## src/rtl/lottery_pkg.sv

```systemverilog
// Shared types and constants for the lottery ticket generator.
//   state_e      : draw sequencer states
//   LFSR_W       : width of the random source
//   TICKET_W     : width of one per-master ticket count
//   LFSR_TAP     : feedback taps for x^6+x^5+1 (bits 5 and 4)
//   DEFAULT_SEED : LFSR value used when no (or a zero) seed is given
package lottery_pkg;

    localparam int unsigned LFSR_W   = 6;
    localparam int unsigned TICKET_W = 4;

    localparam logic [LFSR_W-1:0] LFSR_TAP     = 6'b110000;
    localparam logic [LFSR_W-1:0] DEFAULT_SEED = 6'h01;

    typedef enum logic [1:0] {
        IDLE  = 2'd0,
        LOAD  = 2'd1,
        DRAW  = 2'd2,
        GRANT = 2'd3
    } state_e;

    // The all-zero state is a lock-up state for this LFSR; map it to the default seed.
    function automatic logic [LFSR_W-1:0] fix_seed(input logic [LFSR_W-1:0] seed);
        return (seed == '0) ? DEFAULT_SEED : seed;
    endfunction

endpackage

```

## src/rtl/lottery_lfsr6.sv

```systemverilog
// 6-bit Fibonacci LFSR (x^6+x^5+1), period 63, never zero.
// Ports:
//   clk, rst  : clock, synchronous active-high reset (loads SEED)
//   step      : advance one position
//   load      : overwrite with load_val (zero replaced by the default seed); wins over step
//   load_val  : value to load
//   q         : current LFSR value
module lottery_lfsr6
    import lottery_pkg::*;
#(
    parameter logic [LFSR_W-1:0] SEED = DEFAULT_SEED
) (
    input  logic              clk,
    input  logic              rst,
    input  logic              step,
    input  logic              load,
    input  logic [LFSR_W-1:0] load_val,
    output logic [LFSR_W-1:0] q
);

    logic [LFSR_W-1:0] lfsr_q;
    logic [LFSR_W-1:0] lfsr_d;

    // Next-value selection: load, step, or hold.
    always_comb begin
        lfsr_d = lfsr_q;
        if (load) begin
            lfsr_d = fix_seed(load_val);
        end else if (step) begin
            lfsr_d = {lfsr_q[LFSR_W-2:0], ^(lfsr_q & LFSR_TAP)};
        end
    end

    always_ff @(posedge clk) begin
        if (rst) begin
            lfsr_q <= fix_seed(SEED);
        end else begin
            lfsr_q <= lfsr_d;
        end
    end

    assign q = lfsr_q;

endmodule

```

## src/rtl/lottery_ticket_gen.sv

```systemverilog
// Lottery arbiter producer: masks ticket counts with live requests, builds the
// cumulative thresholds s0..s3 and draws random_no in 1..s3 by rejection sampling.
// Ports:
//   clk, rst        : clock, synchronous active-high reset
//   start           : request one draw (honoured in IDLE only)
//   r0..r3, t0..t3  : request lines and ticket counts, sampled in LOAD
//   s0..s3          : cumulative thresholds (s3 = draw total)
//   random_no       : accepted draw
//   enable          : s0..s3/random_no valid for the comparator (HOLD_CYCLES cycles)
//   busy            : sequencer not in IDLE
//   done, no_req    : end-of-draw pulse; no_req marks a zero-ticket draw
// Optional: define LOTTERY_SEED_LOAD_EN to add seed_load/seed_val (reseed in IDLE).
module lottery_ticket_gen
    import lottery_pkg::*;
#(
    parameter logic [LFSR_W-1:0] LFSR_SEED   = 6'h01,
    parameter int unsigned       HOLD_CYCLES = 1
) (
    input  logic                clk,
    input  logic                rst,
    input  logic                start,
`ifdef LOTTERY_SEED_LOAD_EN
    input  logic                seed_load,
    input  logic [LFSR_W-1:0]   seed_val,
`endif
    input  logic                r0,
    input  logic                r1,
    input  logic                r2,
    input  logic                r3,
    input  logic [TICKET_W-1:0] t0,
    input  logic [TICKET_W-1:0] t1,
    input  logic [TICKET_W-1:0] t2,
    input  logic [TICKET_W-1:0] t3,
    output logic [3:0]          s0,
    output logic [4:0]          s1,
    output logic [5:0]          s2,
    output logic [5:0]          s3,
    output logic [LFSR_W-1:0]   random_no,
    output logic                enable,
    output logic                busy,
    output logic                done,
    output logic                no_req
);

    localparam logic [3:0] HOLD_LAST = 4'(HOLD_CYCLES - 1);

    state_e state_q, state_d;
    logic [3:0]        s0_q, s0_d;
    logic [4:0]        s1_q, s1_d;
    logic [5:0]        s2_q, s2_d;
    logic [5:0]        s3_q, s3_d;
    logic [LFSR_W-1:0] rn_q, rn_d;
    logic              en_q, en_d;
    logic              busy_q, busy_d;
    logic              done_q, done_d;
    logic              no_req_q, no_req_d;
    logic [3:0]        cnt_q, cnt_d;

    logic [TICKET_W-1:0] e0, e1, e2, e3;
    logic [4:0]          sum1;
    logic [5:0]          sum2, sum3;
    logic                lfsr_step, lfsr_load;
    logic [LFSR_W-1:0]   lfsr_load_val, lfsr_val;

    lottery_lfsr6 #(
        .SEED (LFSR_SEED)
    ) u_lfsr (
        .clk      (clk),
        .rst      (rst),
        .step     (lfsr_step),
        .load     (lfsr_load),
        .load_val (lfsr_load_val),
        .q        (lfsr_val)
    );

    // Masked tickets and running sums; widths are exact so no overflow.
    always_comb begin
        e0   = r0 ? t0 : '0;
        e1   = r1 ? t1 : '0;
        e2   = r2 ? t2 : '0;
        e3   = r3 ? t3 : '0;
        sum1 = 5'(e0) + 5'(e1);
        sum2 = 6'(sum1) + 6'(e2);
        sum3 = sum2 + 6'(e3);
    end

    // Reseed path: only acts in IDLE, and may coincide with start.
    always_comb begin
`ifdef LOTTERY_SEED_LOAD_EN
        lfsr_load     = seed_load && (state_q == IDLE);
        lfsr_load_val = seed_val;
`else
        lfsr_load     = 1'b0;
        lfsr_load_val = DEFAULT_SEED;
`endif
    end

    // Draw sequencer: next state and registered outputs.
    always_comb begin
        state_d   = state_q;
        s0_d      = s0_q;
        s1_d      = s1_q;
        s2_d      = s2_q;
        s3_d      = s3_q;
        rn_d      = rn_q;
        en_d      = en_q;
        cnt_d     = cnt_q;
        done_d    = 1'b0;
        no_req_d  = 1'b0;
        lfsr_step = 1'b0;

        case (state_q)
            IDLE: begin
                if (start) begin
                    state_d = LOAD;
                end
            end
            LOAD: begin
                s0_d = e0;
                s1_d = sum1;
                s2_d = sum2;
                s3_d = sum3;
                if (sum3 == '0) begin
                    done_d   = 1'b1;
                    no_req_d = 1'b1;
                    state_d  = IDLE;
                end else begin
                    state_d = DRAW;
                end
            end
            DRAW: begin
                // LFSR never yields 0, so lfsr <= total gives a draw in 1..total.
                lfsr_step = 1'b1;
                if (lfsr_val <= s3_q) begin
                    rn_d    = lfsr_val;
                    en_d    = 1'b1;
                    cnt_d   = '0;
                    state_d = GRANT;
                end
            end
            GRANT: begin
                if (cnt_q == HOLD_LAST) begin
                    en_d    = 1'b0;
                    done_d  = 1'b1;
                    state_d = IDLE;
                end else begin
                    cnt_d = cnt_q + 4'd1;
                end
            end
            default: begin
                state_d = IDLE;
            end
        endcase

        busy_d = (state_d != IDLE);
    end

    always_ff @(posedge clk) begin
        if (rst) begin
            state_q  <= IDLE;
            s0_q     <= '0;
            s1_q     <= '0;
            s2_q     <= '0;
            s3_q     <= '0;
            rn_q     <= '0;
            en_q     <= 1'b0;
            busy_q   <= 1'b0;
            done_q   <= 1'b0;
            no_req_q <= 1'b0;
            cnt_q    <= '0;
        end else begin
            state_q  <= state_d;
            s0_q     <= s0_d;
            s1_q     <= s1_d;
            s2_q     <= s2_d;
            s3_q     <= s3_d;
            rn_q     <= rn_d;
            en_q     <= en_d;
            busy_q   <= busy_d;
            done_q   <= done_d;
            no_req_q <= no_req_d;
            cnt_q    <= cnt_d;
        end
    end

    assign s0        = s0_q;
    assign s1        = s1_q;
    assign s2        = s2_q;
    assign s3        = s3_q;
    assign random_no = rn_q;
    assign enable    = en_q;
    assign busy      = busy_q;
    assign done      = done_q;
    assign no_req    = no_req_q;

endmodule

```

## config.mk

```make
export PLATFORM = sky130hd
export DESIGN_NAME = lottery_ticket_gen
export DESIGN_NICKNAME = d
export VERILOG_FILES = /design/src/rtl/lottery_pkg.sv /design/src/rtl/lottery_lfsr6.sv /design/src/rtl/lottery_ticket_gen.sv
export SDC_FILE = /design/constraint.sdc
export NUM_CORES = 1
export LEC_CHECK = 0
export ABC_AREA = 1
export CORE_AREA = 2 2 61 87
export CTS_BUF_LIST = sky130_fd_sc_hd__clkbuf_8
export CTS_CLUSTER_DIAMETER = 60
export CTS_CLUSTER_SIZE = 16
export DETAILED_ROUTE_END_ITERATION = 8
export DIE_AREA = 0 0 63 89
export GPL_TIMING_DRIVEN = 1
export PLACE_DENSITY = 0.79
export RECOVER_POWER = 25
export SYNTH_ARGS = -nofsm -noshare
export SYNTH_HDL_FRONTEND = slang
export SYNTH_SLANG_ARGS = --single-unit
```

## constraint.sdc

```tcl
create_clock -name clk -period 4.52 [get_ports clk]
set_clock_uncertainty 0.2 [all_clocks]
set_input_delay 0.904 -clock clk [delete_from_list [all_inputs] [get_ports clk]]
set_output_delay 0.904 -clock clk [all_outputs]
set_load 0.03 [all_outputs]
```

==> results_dict.tcl <==
set metrics [dict create \
    antennaDiodeCount 0 \
    leakage_nw 1.62 \
    path_cells "clkdlybuf4s50_1 > nand2_1 > inv_1 > ha_1 > fa_2 > xor2_2 > ha_1 > a21oi_1 > nand2_1 > xor2_2 > ha_1 > nand2_1 > nand2_1 > a21oi_1 > inv_1 > nand3_1 > nand2_1 > nor2_2 > nand3_1 > nand2_1 > nand2_1" \
    tightestPinTransition_ns 0.637 \
    numPortBuffers 53 \
    grt_pass1_vias 2132 \
    path_class "primary input to flip-flop" \
    drc_errors 0 \
    cts_buffers 5 \
    placed_area_sq_mm 0.00305 \
    status "finished, final reports clean" \
    row_count 30 \
    syn_avg_cell_area_sq_um 7.16 \
    p_clk_share_pct 19.5 \
    clkTransAtPathRegs_ns 0.08 \
    ys_seq_elements 43 \
    critPathSlowestCell "clkdlybuf4s50_1" \
    io_pins 54 \
    yosys_warnings 0 \
    power_density_mw_per_mm2 375 \
    coreArea_sq_mm 0.00477 \
    crit_top_cell "nand2_1" \
    period_share_pct 92.9 \
    gp_congestion 0.836 \
    synth-edff-count 0 \
    start_kind "primary input" \
    grt_pass1_wl_um 8750 \
    yosysTopAreaCellShare_pct 35.2 \
    timing.setup.tns_ns 0 \
    combPwrFrac_pct 40.6 \
    fin_area_sq_mm 0.00314 \
    setup_viol 0 \
    nets 444 \
    die_w_um 63 \
    critical_path.max_fanout 5 \
    critical_path.top_delay_family "adder cells" \
    antenna_found_initial 0 \
    hold_buffers 0 \
    cap_violations 0 \
    viasPerCell 4.94 \
    start_util_pct 51.4 \
    wl_per_cell_um 11.3 \
    cp.required_ns 4.51 \
    vias 2286 \
    ant_nets 0 \
    period_minus_slack_ns 4.20 \
    first_pass_iters 4 \
    cts_buffer_depth 2 \
    rsz0062_at_grt "no" \
    yosysUniqueCellTypes 30 \
    synth_cells 342 \
    critPathMaxStageDelay_ns 0.46 \
    cts_setup_buffers 0 \
    whs_ns 0.253 \
    layout-drive-gt1-share_pct 8.52 \
    net-switching-power_w 0.000448 \
    synth_area_leaders "dfxtp_1 35%, nand2_1 11%, ha_1 10%" \
    slew_headroom_pct 57.4 \
    ys_seq_area_share_pct 35.2 \
    async_reset_ff_share_pct 0 \
    die_area_sq_mm 0.00561 \
    area_delta_synth_final_pct 28.2 \
    die_y_um 89 \
    dp_hpwl_um 4120 \
    crit_buf_inv 3 \
    synthFlopType "dfxtp_1" \
    cts.sinks 43 \
    synth_area_sq_mm 0.00245 \
    swShare_pct 38.0 \
    vdd_ir_drop_max_uv 211 \
    grt_start_max_net_pins 33 \
    final_util_pct 65.9 \
    slew_violations 0 \
    seq_power_share_pct 39.9 \
    worstSetupEndpointType "flip-flop" \
    grt_use_total_pct 19.5 \
    routed_wl_um 5210 \
    cts_tree "yes" \
    root_buffer "clkbuf_8" \
    fmax_mhz 238 \
    internal_power_w 0.000729 \
    h-tree-depth 2 \
    clk_latency_ns 0.29 \
    crit_arrival_ns 4.19 \
    hold_path.class "flip-flop to flip-flop" \
    drt_iter0_markers 93 \
    hold_viol_final 0 \
    gr-total-overflow 0 \
    syn_nets 388 \
    synth_largest_area_cell "dfxtp_1" \
]
-- placed cells by master, fill, tap and decap left out, types with 4 or more instances in the layout --
| master | Yosys | layout |
|---|---|---|
| o211ai_1 | 4 | 4 |
| clkdlybuf4s50_1 | 0 | 44 |
| inv_2 | 6 | 6 |
| dfxtp_1 | 43 | 43 |
| nand3_1 | 20 | 21 |
| nand4_1 | 4 | 4 |
| a21oi_1 | 23 | 23 |
| nor2_1 | 35 | 35 |
| o21ai_0 | 25 | 26 |
| nand2_2 | 4 | 4 |
| clkbuf_8 | 0 | 5 |
| nor2_2 | 4 | 4 |
| inv_1 | 49 | 51 |
| dlygate4sd3_1 | 0 | 9 |
| buf_4 | 0 | 4 |
| nand2_1 | 75 | 76 |
| ha_1 | 20 | 20 |
-- power groups by stage --
stage	registers [W]	clock network, W	logic, W
after global placement	0.000477	0	0.000476
after floorplan	0.000546	0	0.000255
after global routing	0.000477	0.000250	0.000531
after detailed placement	0.000479	0	0.000486
after CTS	0.000471	0.000238	0.000488
final	0.000470	0.000229	0.000477
-- metrics by stage --
stage	worst slack (ns)	cells	total power, W
after detailed placement	-0.0389	455	0.000965
after global routing	0.0345	463	0.00126
final	0.320	463	0.00118
after CTS	0.258	463	0.00120
after global placement	0.0593	455	0.000953
after floorplan	0.640	342	0.000801
-- cell families (layout without fill, tap and decap cells) --
logic type / count (synthesis) / after routing / synth area share, %
fa+ha+maj: 23 / 23 / 12.7
xor+xnor: 6 / 6 / 2.15
buf+inv: 64 / 121 / 10.1
flops: 43 / 43 / 35.2
simple gates: 148 / 148 / 26.9
compound gates: 58 / 58 / 13.0
-- Yosys cell counts (5+ instances only) --
| library cell | n |
|---|---|
| nand2_1 | 75 |
| a21oi_1 | 23 |
| dfxtp_1 | 43 |
| ha_1 | 20 |
| nand3_1 | 20 |
| o21ai_0 | 25 |
| inv_2 | 6 |
| inv_1 | 49 |
| buf_2 | 5 |
| nor2_1 | 35 |
-- layer usage --
| metal | GRT usage [%] | vias up | share of wire, % |
|---|---|---|---|
| met5 | 0 | - | 0 |
| met4 | 8.69 | 0 | 2.0 |
| met3 | 3.40 | 12 | 3.3 |
| met2 | 38.3 | 47 | 53 |
| met1 | 20.1 | 1027 | 41 |
| li1 | - | 1200 | - |
-- registers in the layout, summed over array words and instances (netlist names), 2 cells and up --
name       count
random_no      6
state_q        2
s0             4
s1             5
s2             6
s3             6
cnt_q          4
u_lfsr.q       6
-- tightest hold or removal path: cells and delay by family (launching register included) --
family,cells,cell delay [ns]
flip-flops,1,0.32
AND/OR/NAND/NOR,2,0.10
-- final timing paths --
kind	from	end	slack, ns	cells after the start
worst max-delay path	r0	busy	0.32	21
worst max register to register	s3[5]	cnt_q[0]	2.49	11
worst min register to register	u_lfsr.q[0]	random_no[0]	0.25	2
worst min-delay path	u_lfsr.q[0]	random_no[0]	0.25	2
-- what timing repair did --
action                                  CTS  global route
hold endpoints to repair                  0             0
gates resized for setup                   0             3
endpoints found under the setup margin    0             2
-- area by class of cell --
type                       count  area [sq um]
clock buffer                   5          68.8
clock inverter                 3          12.5
fill                         448          1630
inverter                      56           211
multi-input combinational    235          1350
sequential                    43           861
tap                           64          80.1
timing repair buffer          57           561
Power figures use the tool's default switching activity.
